<file path="src/rtl/uart_ins_loader_pkg.sv">
// uart_ins_loader_pkg: shared RX state encoding, baud divider helper and write-address width.
package uart_ins_loader_pkg;
  typedef enum logic [1:0] {
    RX_IDLE  = 2'd0,
    RX_START = 2'd1,
    RX_DATA  = 2'd2,
    RX_STOP  = 2'd3
  } rx_state_e;
  localparam int ADDR_W = 8;
  function automatic int calc_div(input int clk_hz, input int baud);
    return clk_hz / baud;
  endfunction
endpackage

</file>
<file path="src/rtl/uart_ins_loader_rx.sv">
// uart_rx: 8N1 receiver; ports CLK/RST(async low)/RXD in, rx_data/rx_valid/rx_ferr/rx_busy out.
module uart_rx
  import uart_ins_loader_pkg::*;
#(
  parameter int DIV = 10
) (
  input  logic       CLK,
  input  logic       RST,
  input  logic       RXD,
  output logic [7:0] rx_data,
  output logic       rx_valid,
  output logic       rx_ferr,
  output logic       rx_busy
);
  localparam int CW = $clog2(DIV);
  rx_state_e     state_q, state_d;
  logic [CW-1:0] cnt_q, cnt_d;
  logic [2:0]    bit_q, bit_d;
  logic [7:0]    data_q, data_d;
  logic          valid_q, valid_d, ferr_q, ferr_d;
  logic          s1_q, s2_q, prev_q;
  always_comb begin
    state_d = state_q;
    cnt_d   = cnt_q + 1'b1;
    bit_d   = bit_q;
    data_d  = data_q;
    valid_d = 1'b0;
    ferr_d  = 1'b0;
    case (state_q)
      RX_IDLE: begin
        cnt_d = '0;
        if (prev_q & ~s2_q) state_d = RX_START;
      end
      RX_START: if (cnt_q == CW'(DIV / 2 - 1)) begin
        cnt_d   = '0;
        bit_d   = '0;
        state_d = s2_q ? RX_IDLE : RX_DATA;
      end
      RX_DATA: if (cnt_q == CW'(DIV - 1)) begin
        cnt_d  = '0;
        data_d = {s2_q, data_q[7:1]};
        bit_d  = bit_q + 3'd1;
        if (bit_q == 3'd7) state_d = RX_STOP;
      end
      RX_STOP: if (cnt_q == CW'(DIV - 1)) begin
        cnt_d   = '0;
        state_d = RX_IDLE;
        valid_d = s2_q;
        ferr_d  = ~s2_q;
      end
    endcase
  end
  always_ff @(posedge CLK or negedge RST) begin
    if (!RST) begin
      state_q <= RX_IDLE;
      cnt_q   <= '0;
      bit_q   <= '0;
      data_q  <= '0;
      valid_q <= 1'b0;
      ferr_q  <= 1'b0;
      s1_q    <= 1'b1;
      s2_q    <= 1'b1;
      prev_q  <= 1'b1;
    end else begin
      state_q <= state_d;
      cnt_q   <= cnt_d;
      bit_q   <= bit_d;
      data_q  <= data_d;
      valid_q <= valid_d;
      ferr_q  <= ferr_d;
      s1_q    <= RXD;
      s2_q    <= s1_q;
      prev_q  <= s2_q;
    end
  end
  assign rx_data  = data_q;
  assign rx_valid = valid_q;
  assign rx_ferr  = ferr_q;
  assign rx_busy  = state_q != RX_IDLE;
endmodule

</file>
<file path="src/rtl/uart_ins_loader.sv">
// uart_ins_loader: UART byte stream to 32-bit instruction writes; CLK/RST(async low)/RXD/CLR in, WE/W_Ins/W_Addr/LDR_CNT/FULL/FERR/BUSY out.
module uart_ins_loader
  import uart_ins_loader_pkg::*;
#(
  parameter int CLK_HZ      = 50_000_000,
  parameter int BAUD        = 115200,
  parameter int TIMEOUT_CYC = 1_000_000,
  parameter int MAX_WORDS   = 256
) (
  input  logic              CLK,
  input  logic              RST,
  input  logic              RXD,
  input  logic              CLR,
  output logic              WE,
  output logic [31:0]       W_Ins,
  output logic [ADDR_W-1:0] W_Addr,
  output logic [8:0]        LDR_CNT,
  output logic              FULL,
  output logic              FERR,
  output logic              BUSY
);
  localparam int DIV = calc_div(CLK_HZ, BAUD);
  localparam int TW  = $clog2(TIMEOUT_CYC);
  logic [7:0]        rx_data;
  logic              rx_valid, rx_ferr, rx_busy;
  logic [1:0]        idx_q, idx_d;
  logic [23:0]       shadow_q, shadow_d;
  logic [TW-1:0]     tmr_q, tmr_d;
  logic [8:0]        cnt_q, cnt_d;
  logic              ferr_q, ferr_d, we_q, we_d;
  logic [31:0]       ins_q, ins_d;
  logic [ADDR_W-1:0] addr_q, addr_d;
  logic              full;
  uart_rx #(.DIV(DIV)) u_rx (
    .CLK(CLK), .RST(RST), .RXD(RXD),
    .rx_data(rx_data), .rx_valid(rx_valid), .rx_ferr(rx_ferr), .rx_busy(rx_busy)
  );
  assign full = cnt_q == 9'(MAX_WORDS);
  always_comb begin
    idx_d    = idx_q;
    shadow_d = shadow_q;
    tmr_d    = (idx_q == 2'd0) ? '0 : tmr_q + 1'b1;
    cnt_d    = cnt_q;
    ferr_d   = ferr_q | rx_ferr;
    we_d     = 1'b0;
    ins_d    = ins_q;
    addr_d   = addr_q;
    if (CLR) begin
      idx_d  = '0;
      tmr_d  = '0;
      cnt_d  = '0;
      ferr_d = 1'b0;
    end else if (rx_valid) begin
      tmr_d = '0;
      idx_d = idx_q + 2'd1;
      if (idx_q != 2'd3) shadow_d[{idx_q, 3'b000} +: 8] = rx_data;
      else if (!full) begin
        we_d   = 1'b1;
        ins_d  = {rx_data, shadow_q};
        addr_d = cnt_q[ADDR_W-1:0];
        cnt_d  = cnt_q + 1'b1;
      end
    end else if (idx_q != 2'd0 && tmr_q == TW'(TIMEOUT_CYC - 1)) begin
      idx_d = '0;
      tmr_d = '0;
    end
  end
  always_ff @(posedge CLK or negedge RST) begin
    if (!RST) begin
      idx_q    <= '0;
      shadow_q <= '0;
      tmr_q    <= '0;
      cnt_q    <= '0;
      ferr_q   <= 1'b0;
      we_q     <= 1'b0;
      ins_q    <= '0;
      addr_q   <= '0;
    end else begin
      idx_q    <= idx_d;
      shadow_q <= shadow_d;
      tmr_q    <= tmr_d;
      cnt_q    <= cnt_d;
      ferr_q   <= ferr_d;
      we_q     <= we_d;
      ins_q    <= ins_d;
      addr_q   <= addr_d;
    end
  end
  assign WE      = we_q;
  assign W_Ins   = ins_q;
  assign W_Addr  = addr_q;
  assign LDR_CNT = cnt_q;
  assign FULL    = full;
  assign FERR    = ferr_q;
  assign BUSY    = rx_busy | (idx_q != 2'd0);
endmodule

</file>
<file path="config.mk">
export PLATFORM = sky130hd
export DESIGN_NAME = uart_ins_loader
export DESIGN_NICKNAME = d
export VERILOG_FILES = /design/src/rtl/uart_ins_loader_pkg.sv /design/src/rtl/uart_ins_loader_rx.sv /design/src/rtl/uart_ins_loader.sv
export SDC_FILE = /design/constraint.sdc
export NUM_CORES = 1
export LEC_CHECK = 0
export BUFFER_PORTS_ARGS = -buffer_cell sky130_fd_sc_hd__buf_2
export CELL_PAD_IN_SITES_DETAIL_PLACEMENT = 0
export CELL_PAD_IN_SITES_GLOBAL_PLACEMENT = 2
export CORE_ASPECT_RATIO = 1.25
export CORE_MARGIN = 8
export CORE_UTILIZATION = 42
export DETAILED_ROUTE_END_ITERATION = 6
export PLACE_DENSITY = 0.95
export SLEW_MARGIN = 20
export SYNTH_ARGS = -nofsm -noshare
export SYNTH_HDL_FRONTEND = slang
export SYNTH_SLANG_ARGS = --single-unit
</file>
<file path="constraint.sdc">
create_clock -name CLK -period 4.6 [get_ports CLK]
set_input_delay 0.23 -clock CLK [delete_from_list [all_inputs] [get_ports CLK]]
set_output_delay 0.23 -clock CLK [all_outputs]
set_load 0.1 [all_outputs]
</file>
# Word level (Yosys, flattened, before mapping)
# Index checks and enable logic that the tools add are counted.
# Widths: inputs -> output; s select.
totals:
  regBits: 124
  inputBits: 4
  out_inout_bits: 53
  elab_cells: 97
op_classes:
  add_sub_neg: 6
  eq_ne: 16
  n_shift: 2
  n_mux: 34
  bitwise_logic: 7
  reduce_logical: 15
op_table:
  columns: ["cell", "n"]
  rows:
  - ["$mux 20", 4]
  - ["$mux 9", 6]
  - ["$pmux 9 s3", 1]
  - ["$bwmux 24", 1]
  - ["$shift 8x7->24 const A", 1]
  - ["$shiftx 8x7->24", 1]
  - ["$add 20x1->20 const B", 1]
  - ["$eq 20x20->1 const B", 1]
  - ["$add 9x1->9 const B", 2]
  - ["$eq 9x9->1 const B", 2]
  - ["$mux 2", 9]
  - ["$ne 2x1->1 const B", 5]
  - ["$eq 9x8->1 const B", 1]
  - ["$mux 1", 9]
  - ["$reduce_and 3->1", 3]
  - ["$pmux 2 s4", 1]
  - ["$reduce_bool 2->1", 4]
  - ["$neg 5->7", 1]
  - ["$mux 3", 2]
  - ["$ne 2x2->1 const B", 3]
  - ["$pmux 3 s2", 1]
  - ["$reduce_and 5->1", 1]
  - ["$eq 2x2->1 const B", 2]
  - ["$logic_not 2->1", 2]
  - ["other kinds (12)", 16]

# Longest topological paths before layout
logic_depth:
  depth_word: 5
  depth_mapped: 8
  ltp_nobuf: 6

# Modules after synthesis
# Synthesis repeated with hierarchy kept, for this count alone.
unflattened:
  cells_unflattened: 482
  area_unflattened_um2: 5667.9
modules_own_cells:
  columns: ["module", "instances", "cells_each", "area_per_inst_um2", "seq_area_each_um2"]
  rows:
  - ["uart_ins_loader", 1, 370, 4352.9, 2427.3]
  - ["uart_rx", 1, 112, 1315.0, 679.4]

# Least setup slack after synthesis
# OpenSTA, ideal clock, no wires.
synth_path:
  path_type: "reg-to-output"
  startpoint: "register cnt_q[0] (netlist: LDR_CNT[0])"
  endpoint: "output port FULL"
  arrival_ns: 2.938
  required_time_ns: 4.370
  slack_ns: 1.432
  stages_incl_launch_ff: 6
  path_buffers: 1
  path_cell_list: "dfrtp_1 -> inv_1 -> ha_1 -> or4b_1 -> clkbuf_1 -> nor2_1"
synth_between:
  elab_chain_cells: 1
synth_rtl:
  columns: ["item", "line_no", "source"]
  rows:
  - ["start, declared", "uart_ins_loader.sv:29", "logic [8:0] cnt_q, cnt_d;"]
  - ["start signal, assigned", "uart_ins_loader.sv:82", "cnt_q <= cnt_d;"]
  - ["$eq 9x9->1", "uart_ins_loader.sv:38", "assign full = cnt_q == 9'(MAX_WORDS);"]
  - ["end, declared", "uart_ins_loader.sv:18", "output logic FULL,"]
# No other way between the ends.

# Worst setup path after layout
layout_path:
  startpoint: "register cnt_q[0] (netlist: LDR_CNT[0])"
  endpoint: "register ins_q[16] (netlist: W_Ins[16])"
layout_between:
  elab_chain_cells: 3
layout_rtl:
  columns: ["item", "line_no", "source"]
  rows:
  - ["$eq 9x9->1", "uart_ins_loader.sv:38", null]
  - ["$not 1->1 (no source line)", null, null]
  - ["$reduce_and 4->1 (no source line)", null, null]
  - ["end signal, assigned", "uart_ins_loader.sv:85", "ins_q <= ins_d;"]
  - ["end, declared", "uart_ins_loader.sv:31", "logic [31:0] ins_q, ins_d;"]
# No other way between the ends.
# A chain may end at the register's enable or synchronous reset.

==> flow_summary.ini <==
[power_and_ir_drop]
p_total_mw = 2.714
vdd_drop_max_mv = 0.3765
p_leak_nw = 3.150
powerDensity_nw_per_um2 = 414.9

[synthesis]
synth_compound_area_frac = 0.07642
yosys_register_bits = 124
syn_inst = 491
synth_ff_type = dfrtp_1
syn_avg_cell_area_um2 = 11.20
synth_top_area_cell = dfrtp_1
syn-cell-area_um2 = 5502
synth_top_family_by_area = simple AND/OR/NAND/NOR gates
synthArstFlopShare = 1.000
synth_edf_count = 0
synth-simple-area-share = 0.1542
synthTopCellsByArea = dfrtp_1, mux2_1, nand2_1, ha_1, o21ai_0
synthesis.nets = 512
synth_xor_xnor_area_share = 0.03662
yosysSeqAreaShare = 0.5647
synthMuxAreaShare = 0.09779
synthAdderAreaFrac = 0.03866
synth_top_cell_area_share = 0.5504
ys_types = 45
yosys_warnings = 0

[die]
row_count = 46
die_y_um = 144.0
ioPinCount = 57
initial_core_util = 0.4325
coreArea_um2 = 12720
fp.dieW_um = 118.4
dieArea_um2 = 17040

[worst_setup_path]
critPathMaxFanout = 26
worstPathArrival_ns = 3.17
crit_path_top_delay_cell = o211ai_4
cp-end-kind = flop
path_cells = inv_1 -> ha_1 -> or4b_1 -> o211ai_4 -> buf_4 -> mux2_1
path_delay_family = compound AO/OA/AOI/OAI gates
crit_type = reg2reg
critPathLaunchType = flop
path_buf_inv = 2
required_ns = 4.89
max_stage_delay_ns = 0.73

[placement]
io_buffers = 56
dp_hpwl_mm = 7.924
routabilityCongestion = 0.7896

[job]
maxCapViolCount = 0

[clocking]
clock_sinks = 124
cts_resized = 0
clk_pin_slew_worst_paths_ns = 0.06
clockBufferDepth = 2
insertion_delay_ns = 0.41
cts_tree = yes
htreeDepth = 4
cts_root_buf = clkbuf_16
cts_buffers = 17

[grt]
grt_pass1_vias = 3833
grt_overflow_total = 0
grt_first_pass_wirelength_mm = 19.26
grt_max_degree = 89
antenna_found_initial = 0
grt_use_total = 0.1410

[detailed_routing]
wl_per_cell_um = 15.30
ant_nets = 0
drt_iter0_drc = 156
drt_drc_violations_left = 0
via_count = 3797
avgViaCountPerCell = 5.173
routed_wl_mm = 11.23
first_pass_iters = 4

[timing]
drv_slew = 0
tightest_slew_ns = 0.8484
max_clock_freq_mhz = 347.0
relSlewSlack = 0.4317
clock_skew_ns = 0.005541
fin_crit_sh = 0.6266
whs_ns = 0.1331
setup_tns_ns = 0
rsz0062_at_grt = no
hold_violations = 0
finalSetupViolCount = 0
layout_min_cycle_time_ns = 2.882

[worst_hold_path]
hp-class = in2reg

[outcome]
outcome = complete, no violations

[finish]
synthToLayoutAreaGrowth_pct = 18.90
n_antenna_cell = 0
nets = 574
layout-drive-gt1-share = 0.1979
[per-stage QoR]
stage / cells / util / setup WS, ns / instance area [um2]
global route: 734 / 0.5143 / 1.551 / 6541
global placement: 700 / 0.4653 / 1.816 / 5918
CTS: 733 / 0.5132 / 1.706 / 6528
detailed placement: 700 / 0.4653 / 1.710 / 5918
floorplan: 491 / - / 1.432 / 5502
finish: 734 / 0.5143 / 1.718 / 6541
[worst reg2reg max path, cell delays in order, from the launching register on]
cell and delay, ns:
dfrtp_1 0.42, inv_1 0.10, ha_1 0.14, or4b_1 0.57
o211ai_4 0.73, buf_4 0.43, mux2_1 0.38
[synthesized netlist by cell type, types with 3 or more instances]
cell type / count
nor4_1: 4
nand3_1: 16
o31ai_1: 5
o311ai_0: 7
o21ai_0: 37
nor3_1: 5
mux2_2: 14
or4_1: 4
and2_1: 3
inv_1: 19
or3_1: 6
a21oi_1: 8
buf_6: 4
ha_1: 17
nand2_1: 69
nand4_1: 10
nor2b_1: 3
clkbuf_1: 11
nand2b_1: 3
dfrtp_1: 121
and3_1: 8
mux2_1: 32
xnor2_1: 13
xor2_1: 10
nor2_1: 33
dfstp_2: 3
[path summary, 6_finish.rpt]
path	start	end	slack, ns	cells after the start
worst min register to register	u_rx.s1_q	u_rx.s2_q	0.36	0
worst max-delay path	LDR_CNT[0]	W_Ins[16]	1.72	6
worst min-delay path	CLR	LDR_CNT[3]	0.13	2
max in group asynchronous	RST	u_rx.s1_q	3.11	3
min in group asynchronous	RST	W_Ins[13]	0.45	2
worst max register to register	LDR_CNT[0]	W_Ins[16]	1.72	6
[where the power goes]
| group | switching, mW | internal, mW |
|---|---|---|
| Combinational | 0.182 | 0.0709 |
| Sequential | 0.0193 | 1.11 |
| Clock | 0.480 | 0.849 |
| Total | 0.682 | 2.03 |
[per-layer routing]
metal	up-vias	part of all wire	track usage
met1	1879	0.43	0.1602
met4	0	0.023	0.07162
met3	22	0.039	0.03926
met5	-	0	0
met2	61	0.51	0.2394
li1	1835	-	-
[final cells by class]
| cell class | count | area [um2] |
|---|---|---|
| Inverter | 20 | 75.07 |
| Clock buffer | 17 | 425.4 |
| Multi-Input combinational cell | 329 | 2221 |
| Sequential cell | 124 | 3107 |
| Timing Repair Buffer | 61 | 329.1 |
| Tap cell | 168 | 210.2 |
| Clock inverter | 15 | 173.9 |
| Fill cell | 1167 | 6178 |
[timing repair]
action / CTS / global route
buffers inserted: 0 / 0
hold buffers: 1 / 1
endpoints found under the hold margin: 1 / 86
[cells by family after synthesis]
group                    Yosys count
AND/OR/NAND/NOR                  175
AO/OA/AOI/OAI                     66
flip-flops                       124
multiplexers                      48
XOR/XNOR                          23
buffers and inverters             38
adder cells (fa/ha/maj)           17
[sequential cells by signal, indices dropped and copies added, names as in the netlist, named ones only]
name           count
shadow_q          24
tmr_q             20
W_Ins             32
W_Addr             8
u_rx.rx_data       8
FERR               1
u_rx.prev_q        1
u_rx.rx_valid      1
u_rx.s1_q          1
WE                 1
u_rx.bit_q         3
u_rx.rx_ferr       1
LDR_CNT            9
u_rx.s2_q          1
idx_q              2
u_rx.cnt_q         9
u_rx.state_q       1
[layout by cell type (no fill, tap or decap), types with 2 or more instances in the layout]
| master | count |
|---|---|
| dfrtp_1 | 121 |
| nand2_1 | 69 |
| buf_2 | 55 |
| o21ai_0 | 37 |
| nor2_1 | 33 |
| mux2_1 | 32 |
| inv_1 | 19 |
| ha_1 | 17 |
| clkbuf_16 | 17 |
| nand3_1 | 16 |
| mux2_2 | 14 |
| xnor2_1 | 13 |
| xor2_1 | 10 |
| nand4_1 | 10 |
| and3_1 | 8 |
| a21oi_1 | 8 |
| o311ai_0 | 7 |
| or3_1 | 6 |
| nor3_1 | 5 |
| o31ai_1 | 5 |
| clkinv_2 | 5 |
| or4_1 | 4 |
| nor4_1 | 4 |
| clkinv_4 | 4 |
| and2_1 | 3 |
| nor2b_1 | 3 |
| nand2b_1 | 3 |
| bufinv_16 | 3 |
| buf_4 | 3 |
| dfstp_2 | 3 |
| nand4bb_1 | 2 |
| and4_1 | 2 |
| or4b_1 | 2 |
| nor3b_1 | 2 |
| o2111ai_1 | 2 |
| mux2i_1 | 2 |
| clkinvlp_4 | 2 |
| dlygate4sd3_1 | 2 |
(Power assumes the default switching activity.)
